[src/rtl/serial_operand_feeder_pkg.sv]
// Shared types for the serial operand feeder.
// State encoding is kept as plain 2-bit constants.
package serial_operand_feeder_pkg;

  typedef logic [1:0] state_t;

  localparam state_t IDLE    = 2'd0;
  localparam state_t CLEAR   = 2'd1;
  localparam state_t SHIFT   = 2'd2;
  localparam state_t CAPTURE = 2'd3;

endpackage

[src/rtl/serial_operand_feeder_if.sv]
// Operand handshake, serial comparator link and result bundle.
// master = operand source + comparator, slave = feeder.
interface serial_operand_feeder_if #(
  parameter int WIDTH = 8
);

  logic             start;
  logic             ready;
  logic [WIDTH-1:0] a_in;
  logic [WIDTH-1:0] b_in;
  logic             cmp_reset;
  logic             a_bit;
  logic             b_bit;
  logic             bit_valid;
  logic             g_in;
  logic             e_in;
  logic             l_in;
  logic             gt;
  logic             eq;
  logic             lt;
  logic             done;

  modport master (
    output start, a_in, b_in,
    output g_in, e_in, l_in,
    input  ready, cmp_reset,
    input  a_bit, b_bit, bit_valid,
    input  gt, eq, lt, done
  );

  modport slave (
    input  start, a_in, b_in,
    input  g_in, e_in, l_in,
    output ready, cmp_reset,
    output a_bit, b_bit, bit_valid,
    output gt, eq, lt, done
  );

endinterface

[src/rtl/serial_operand_feeder.sv]
// Feeds two parallel operands MSB-first into a bit-serial
// comparator and captures its one-hot verdict.
module serial_operand_feeder
  import serial_operand_feeder_pkg::*;
#(
  parameter int WIDTH = 8
) (
  input logic                   clk,
  input logic                   reset,
  serial_operand_feeder_if.slave bus
);

  localparam int CW = $clog2(WIDTH + 1);

  state_t           state;
  logic [WIDTH-1:0] a_sh;
  logic [WIDTH-1:0] b_sh;
  logic [CW-1:0]    cnt;
  logic             gt_q;
  logic             eq_q;
  logic             lt_q;
  logic             done_q;
  logic             shifting;

  assign shifting      = (state == SHIFT);
  assign bus.ready     = (state == IDLE);
  assign bus.cmp_reset = reset | (state == CLEAR);
  assign bus.bit_valid = shifting;
  // Equal pair outside SHIFT keeps the comparator state intact
  assign bus.a_bit     = shifting & a_sh[WIDTH-1];
  assign bus.b_bit     = shifting & b_sh[WIDTH-1];
  assign bus.gt        = gt_q;
  assign bus.eq        = eq_q;
  assign bus.lt        = lt_q;
  assign bus.done      = done_q;

  always_ff @(posedge clk) begin
    if (reset) begin
      state  <= IDLE;
      a_sh   <= '0;
      b_sh   <= '0;
      cnt    <= '0;
      gt_q   <= 1'b0;
      eq_q   <= 1'b0;
      lt_q   <= 1'b0;
      done_q <= 1'b0;
    end else begin
      done_q <= 1'b0;
      unique case (state)
        IDLE: begin
          if (bus.start) begin
            a_sh  <= bus.a_in;
            b_sh  <= bus.b_in;
            state <= CLEAR;
          end
        end
        CLEAR: begin
          cnt   <= CW'(WIDTH - 1);
          state <= SHIFT;
        end
        SHIFT: begin
          a_sh <= a_sh << 1;
          b_sh <= b_sh << 1;
          if (cnt == '0) begin
            state <= CAPTURE;
          end else begin
            cnt <= cnt - 1'b1;
          end
        end
        CAPTURE: begin
          gt_q   <= bus.g_in;
          eq_q   <= bus.e_in;
          lt_q   <= bus.l_in;
          done_q <= 1'b1;
          state  <= IDLE;
        end
        default: state <= IDLE;
      endcase
    end
  end

endmodule

[src/flat_wrapper.sv]
// flat-port wrapper written by rule: the top's interface ports become plain ports
module serial_operand_feeder_flat import serial_operand_feeder_pkg::*;
#(
  parameter int WIDTH = 8
)
  (clk, reset, bus_start, bus_a_in, bus_b_in, bus_g_in, bus_e_in, bus_l_in, bus_ready, bus_cmp_reset, bus_a_bit, bus_b_bit, bus_bit_valid, bus_gt, bus_eq, bus_lt, bus_done);
  serial_operand_feeder_if #(.WIDTH(WIDTH)) bus_i ();
  input logic clk;
  input logic reset;
  input wire logic [$bits(bus_i.start)-1:0] bus_start;
  input wire logic [$bits(bus_i.a_in)-1:0] bus_a_in;
  input wire logic [$bits(bus_i.b_in)-1:0] bus_b_in;
  input wire logic [$bits(bus_i.g_in)-1:0] bus_g_in;
  input wire logic [$bits(bus_i.e_in)-1:0] bus_e_in;
  input wire logic [$bits(bus_i.l_in)-1:0] bus_l_in;
  output wire logic [$bits(bus_i.ready)-1:0] bus_ready;
  output wire logic [$bits(bus_i.cmp_reset)-1:0] bus_cmp_reset;
  output wire logic [$bits(bus_i.a_bit)-1:0] bus_a_bit;
  output wire logic [$bits(bus_i.b_bit)-1:0] bus_b_bit;
  output wire logic [$bits(bus_i.bit_valid)-1:0] bus_bit_valid;
  output wire logic [$bits(bus_i.gt)-1:0] bus_gt;
  output wire logic [$bits(bus_i.eq)-1:0] bus_eq;
  output wire logic [$bits(bus_i.lt)-1:0] bus_lt;
  output wire logic [$bits(bus_i.done)-1:0] bus_done;
  assign bus_i.start = bus_start;
  assign bus_i.a_in = bus_a_in;
  assign bus_i.b_in = bus_b_in;
  assign bus_i.g_in = bus_g_in;
  assign bus_i.e_in = bus_e_in;
  assign bus_i.l_in = bus_l_in;
  assign bus_ready = bus_i.ready;
  assign bus_cmp_reset = bus_i.cmp_reset;
  assign bus_a_bit = bus_i.a_bit;
  assign bus_b_bit = bus_i.b_bit;
  assign bus_bit_valid = bus_i.bit_valid;
  assign bus_gt = bus_i.gt;
  assign bus_eq = bus_i.eq;
  assign bus_lt = bus_i.lt;
  assign bus_done = bus_i.done;
  serial_operand_feeder #(.WIDTH(WIDTH)) u_core (.clk(clk), .reset(reset), .bus(bus_i));
endmodule
[config.mk]
export PLATFORM = sky130hd
export DESIGN_NAME = serial_operand_feeder_flat
export DESIGN_NICKNAME = d
export VERILOG_FILES = /design/src/rtl/serial_operand_feeder_pkg.sv /design/src/rtl/serial_operand_feeder_if.sv /design/src/rtl/serial_operand_feeder.sv /design/src/flat_wrapper.sv
export SDC_FILE = /design/constraint.sdc
export NUM_CORES = 1
export LEC_CHECK = 0
export BUFFER_PORTS_ARGS = -buffer_cell sky130_fd_sc_hd__buf_2
export CAP_MARGIN = 20
export CORE_MARGIN = 3
export CORE_UTILIZATION = 30
export CTS_BUF_LIST = sky130_fd_sc_hd__clkbuf_8 sky130_fd_sc_hd__clkbuf_16
export DETAILED_ROUTE_END_ITERATION = 12
export GPL_TIMING_DRIVEN = 0
export PLACE_DENSITY = 0.51
export SLEW_MARGIN = 20
export SYNTH_ARGS = -nofsm -noshare
export SYNTH_HDL_FRONTEND = slang
export SYNTH_SLANG_ARGS = --single-unit
export TNS_END_PERCENT = 50
[constraint.sdc]
create_clock -name clk -period 1.6 [get_ports clk]
set_clock_uncertainty 0.05 [all_clocks]
set_input_delay 0.16 -clock clk [delete_from_list [all_inputs] [get_ports clk]]
set_output_delay 0.16 -clock clk [all_outputs]
set_load 0.05 [all_outputs]
==> summary.md <==
| Metric | Value |
|---|---|
| Clock latency on the worst-skew pair | `0.27 ns` |
| CTS max path bufs | `2` |
| Detail Placement HPWL | `1960 um` |
| CP Max Fanout | `4` |
| Residual DRC | `0` |
| ANT nets after route | `0` |
| Worst slew margin | `59.0%` |
| Hold Path End | `u_core.bus.gt$_SDFFE_PP0P_` |
| Placer Congestion | `0.815` |
| Part of the Yosys area used for sequential elements | `42.8%` |
| GRT overflow | `0` |
| Drt total wl | `2850 um` |
| CP endpoint kind | `output port` |
| Hold path start | `bus_g_in` |
| CP required | `1.39 ns` |
| Least-Margin Pin Slew | `0.615 ns` |
| WS Path Type | `flop to output port` |
| Ports | `31` |
| Final Cell Area | `0.00168 mm^2` |
| R2R Path End | `u_core.b_sh[4]$_SDFFE_PP0P_` |
| CTS HTree Levels | `1` |
| Fmax | `0.632 GHz` |
| Clock net sink count | `26` |
| CTS tree | `done` |
| Area grow syn2layout | `38.1%` |
| Avg Cell Area, Syn | `9.51 um^2` |
| Status | `completed` |
| R2r setup slk | `0.07 ns` |
| Slew Viols, Final | `0` |
| Die ar. | `0.00486 mm^2` |
| GR peak layer | `met2` |
| Chip width | `69.7 um` |
| Setup TNS Final | `0 ns` |
| Drt initial violations | `55` |
| Placed insts | `205` |
| Mapped cell area | `0.00122 mm^2` |
| R2R Path Start | `u_core.state[1]$_SDFFE_PP0P_` |
| #FFs+latches synth | `26` |
| Fin crit share | `98.9%` |
| FP Rows | `22` |
| Share of cells above drive strength 1 | `43.4%` |
| Worst VDD drop | `532 uV` |
| Clock transition at path regs | `0.09 ns` |
| Area after DPL | `0.00146 mm^2` |
| Synthesis Warnings | `0` |
| Hold path depth | `3` |
| Drt pass-1 iters | `4` |
| Routed WL per cell | `13.3 um` |
| Total of fill cells in the finished design | `384` |
| FF+latch area | `531 um^2` |
| Asr flop ratio synth | `0%` |
| Cell Pwr Density | `2020 mW/mm^2` |
| NumNets Final | `194` |
| Hold violation count in the final report | `0` |
| Antenna diodes | `0` |
| Total CTS buffers | `3` |
| Grt met3 use | `2.32%` |
| Worst R2R Path Depth | `5` |
| Ys flop type | `dfxtp_1` |
| First-pass GRT wire length | `4830 um` |
| WP data arrival | `1.37 ns` |
| Post-synth EDFFs | `0` |
| Mapped Cells | `128` |
| Die Y-Extent | `69.7 um` |
| Number of global-route vias before repair | `1055` |
| RSZ-0062 raised after global routing | `true` |
| Maxcap violations | `0` |
| Leak | `0.680 nW` |
| GR met2 Demand/Resource | `20.6%` |
| Root Driver | `clkbuf_8` |
| Non-Filler Instances | `214` |
| Largest net degree at the start of global routing | `15` |
| Initial Util | `32.0%` |
| Syn nets | `155` |
| Endpoints failing setup | `0` |
| Number of port buffers | `29` |
| HP Class | `primary input to flop` |
| Via/cell ratio | `4.92` |
| CP Launch Type | `flop` |
| GRT Total Usage | `12.1%` |
| Synth cell types | `24` |
| Min Tclk post-route | `1.58 ns` |
| Core ar. | `0.00380 mm^2` |
| CP Launch Point | `u_core.state[0]$_SDFFE_PP0P_` |
| Met1 Use GR | `14.9%` |
| Total number of vias | `1052` |
| Antenna violations before repair | `0` |
| Multi-input gate area | `716 um^2` |
==> final cells by class <==
class                   count  area share [%]
repair buffers             35            13.1
flip-flops and latches     26            31.5
plain buffers               9            4.46
inverters                   6            1.49
clock buffers               4            3.27
multi-input cells          86            42.6
well taps                  48            3.57
==> report_power, final <==
group / leakage (nW) / switching [mW] / internal, mW / total (mW)
logic: 0.435 / 1.02 / 0.884 / 1.91
clock network: 0.0288 / 0.203 / 0.220 / 0.424
registers: 0.216 / 0.164 / 0.900 / 1.06
==> cell families after synthesis <==
logic type                 after synthesis  share of synthesized area [%]
AOI/OAI and AO/OA                       21                           13.6
adders and majority gates                5                           5.14
DFF                                     26                           42.8
buffers and inverters                   16                           5.65
muxes                                   22                           18.2
and+or+nand+nor                         38                           14.7
==> Yosys cell counts, types with 2 or more instances <==
| library cell | n | share of area [%] |
|---|---|---|
| dfxtp_1 | 26 | 43 |
| a311oi_1 | 2 | 1.4 |
| nand3_1 | 2 | 0.82 |
| ha_1 | 5 | 5.1 |
| and2_1 | 2 | 1.0 |
| inv_1 | 6 | 1.8 |
| a211oi_1 | 16 | 9.9 |
| buf_2 | 4 | 1.6 |
| clkbuf_1 | 5 | 1.5 |
| nor2_1 | 20 | 6.2 |
| nor2b_1 | 4 | 2.1 |
| mux2i_1 | 21 | 17 |
| nand2_1 | 4 | 1.2 |
==> routing by layer <==
metal  up-vias  share of wire, %  wire (um)
li1        524                 -          -
met1       499                45       1270
met2        24                49       1400
met3         5               4.6        131
met4         0               1.5         43
met5         -                 0          0
==> worst max-delay path, stage by stage (launching register included) <==
cell and delay, ns:
dfxtp_4 0.38, inv_4 0.05, ha_4 0.17, buf_8 0.12, buf_6 0.11, and2_4 0.14, buf_8 0.14
==> worst max-delay path by stage <==
stage / endpoint
CTS: u_core.state[0]$_SDFFE_PP0P_
floorplan: u_core.a_sh[0]$_SDFFE_PP0P_
detailed placement: u_core.a_sh[1]$_SDFFE_PP0P_
finish: bus_a_bit
global route: u_core.a_sh[5]$_SDFFE_PP0P_
global placement: u_core.a_sh[2]$_SDFFE_PP0P_
==> through the flow <==
stage / hold WS [ns] / utilization (%) / total power, mW / setup slack [ns]
floorplan: 0.257 / - / 2.29 / -0.00748
global placement: 0.354 / 38.3 / 2.53 / -0.0631
detailed placement: 0.362 / 38.3 / 2.58 / -0.0729
CTS: 0.0719 / 42.5 / 3.23 / -0.0331
global route: 0.0859 / 44.3 / 3.65 / -0.0323
finish: 0.0773 / 44.3 / 3.39 / 0.0181
==> layout by cell type (no fill, tap or decap), types with 2 or more instances in the layout <==
cell      instances
ha_4              3
dfxtp_4           2
nand3_1           2
mux2i_1          21
buf_6             3
buf_2            26
a211oi_1         10
a211oi_2          7
dfxtp_2           2
nand2_1           4
nor2_1           17
clkbuf_1          3
buf_8             4
and2_4            2
nor2b_1           4
dfxtp_1          22
a311oi_1          2
clkbuf_8          4
inv_1             2
buf_4             7
nor2_2            3
inv_2             3
==> state kept, by name (all words and copies together), names as in the netlist <==
name / count
u_core.bus.done: 1
u_core.cnt: 4
u_core.bus.gt: 1
u_core.bus.eq: 1
u_core.a_sh: 8
u_core.state: 2
u_core.bus.lt: 1
u_core.b_sh: 8
==> repair_timing <==
action	CTS	global route
buffers inserted	6	0
endpoints found under the setup margin	20	24
resized for setup	22	25
hold buffers	0	0
pin swaps	2	4
Note: power is estimated with default switching activity, not from simulation.
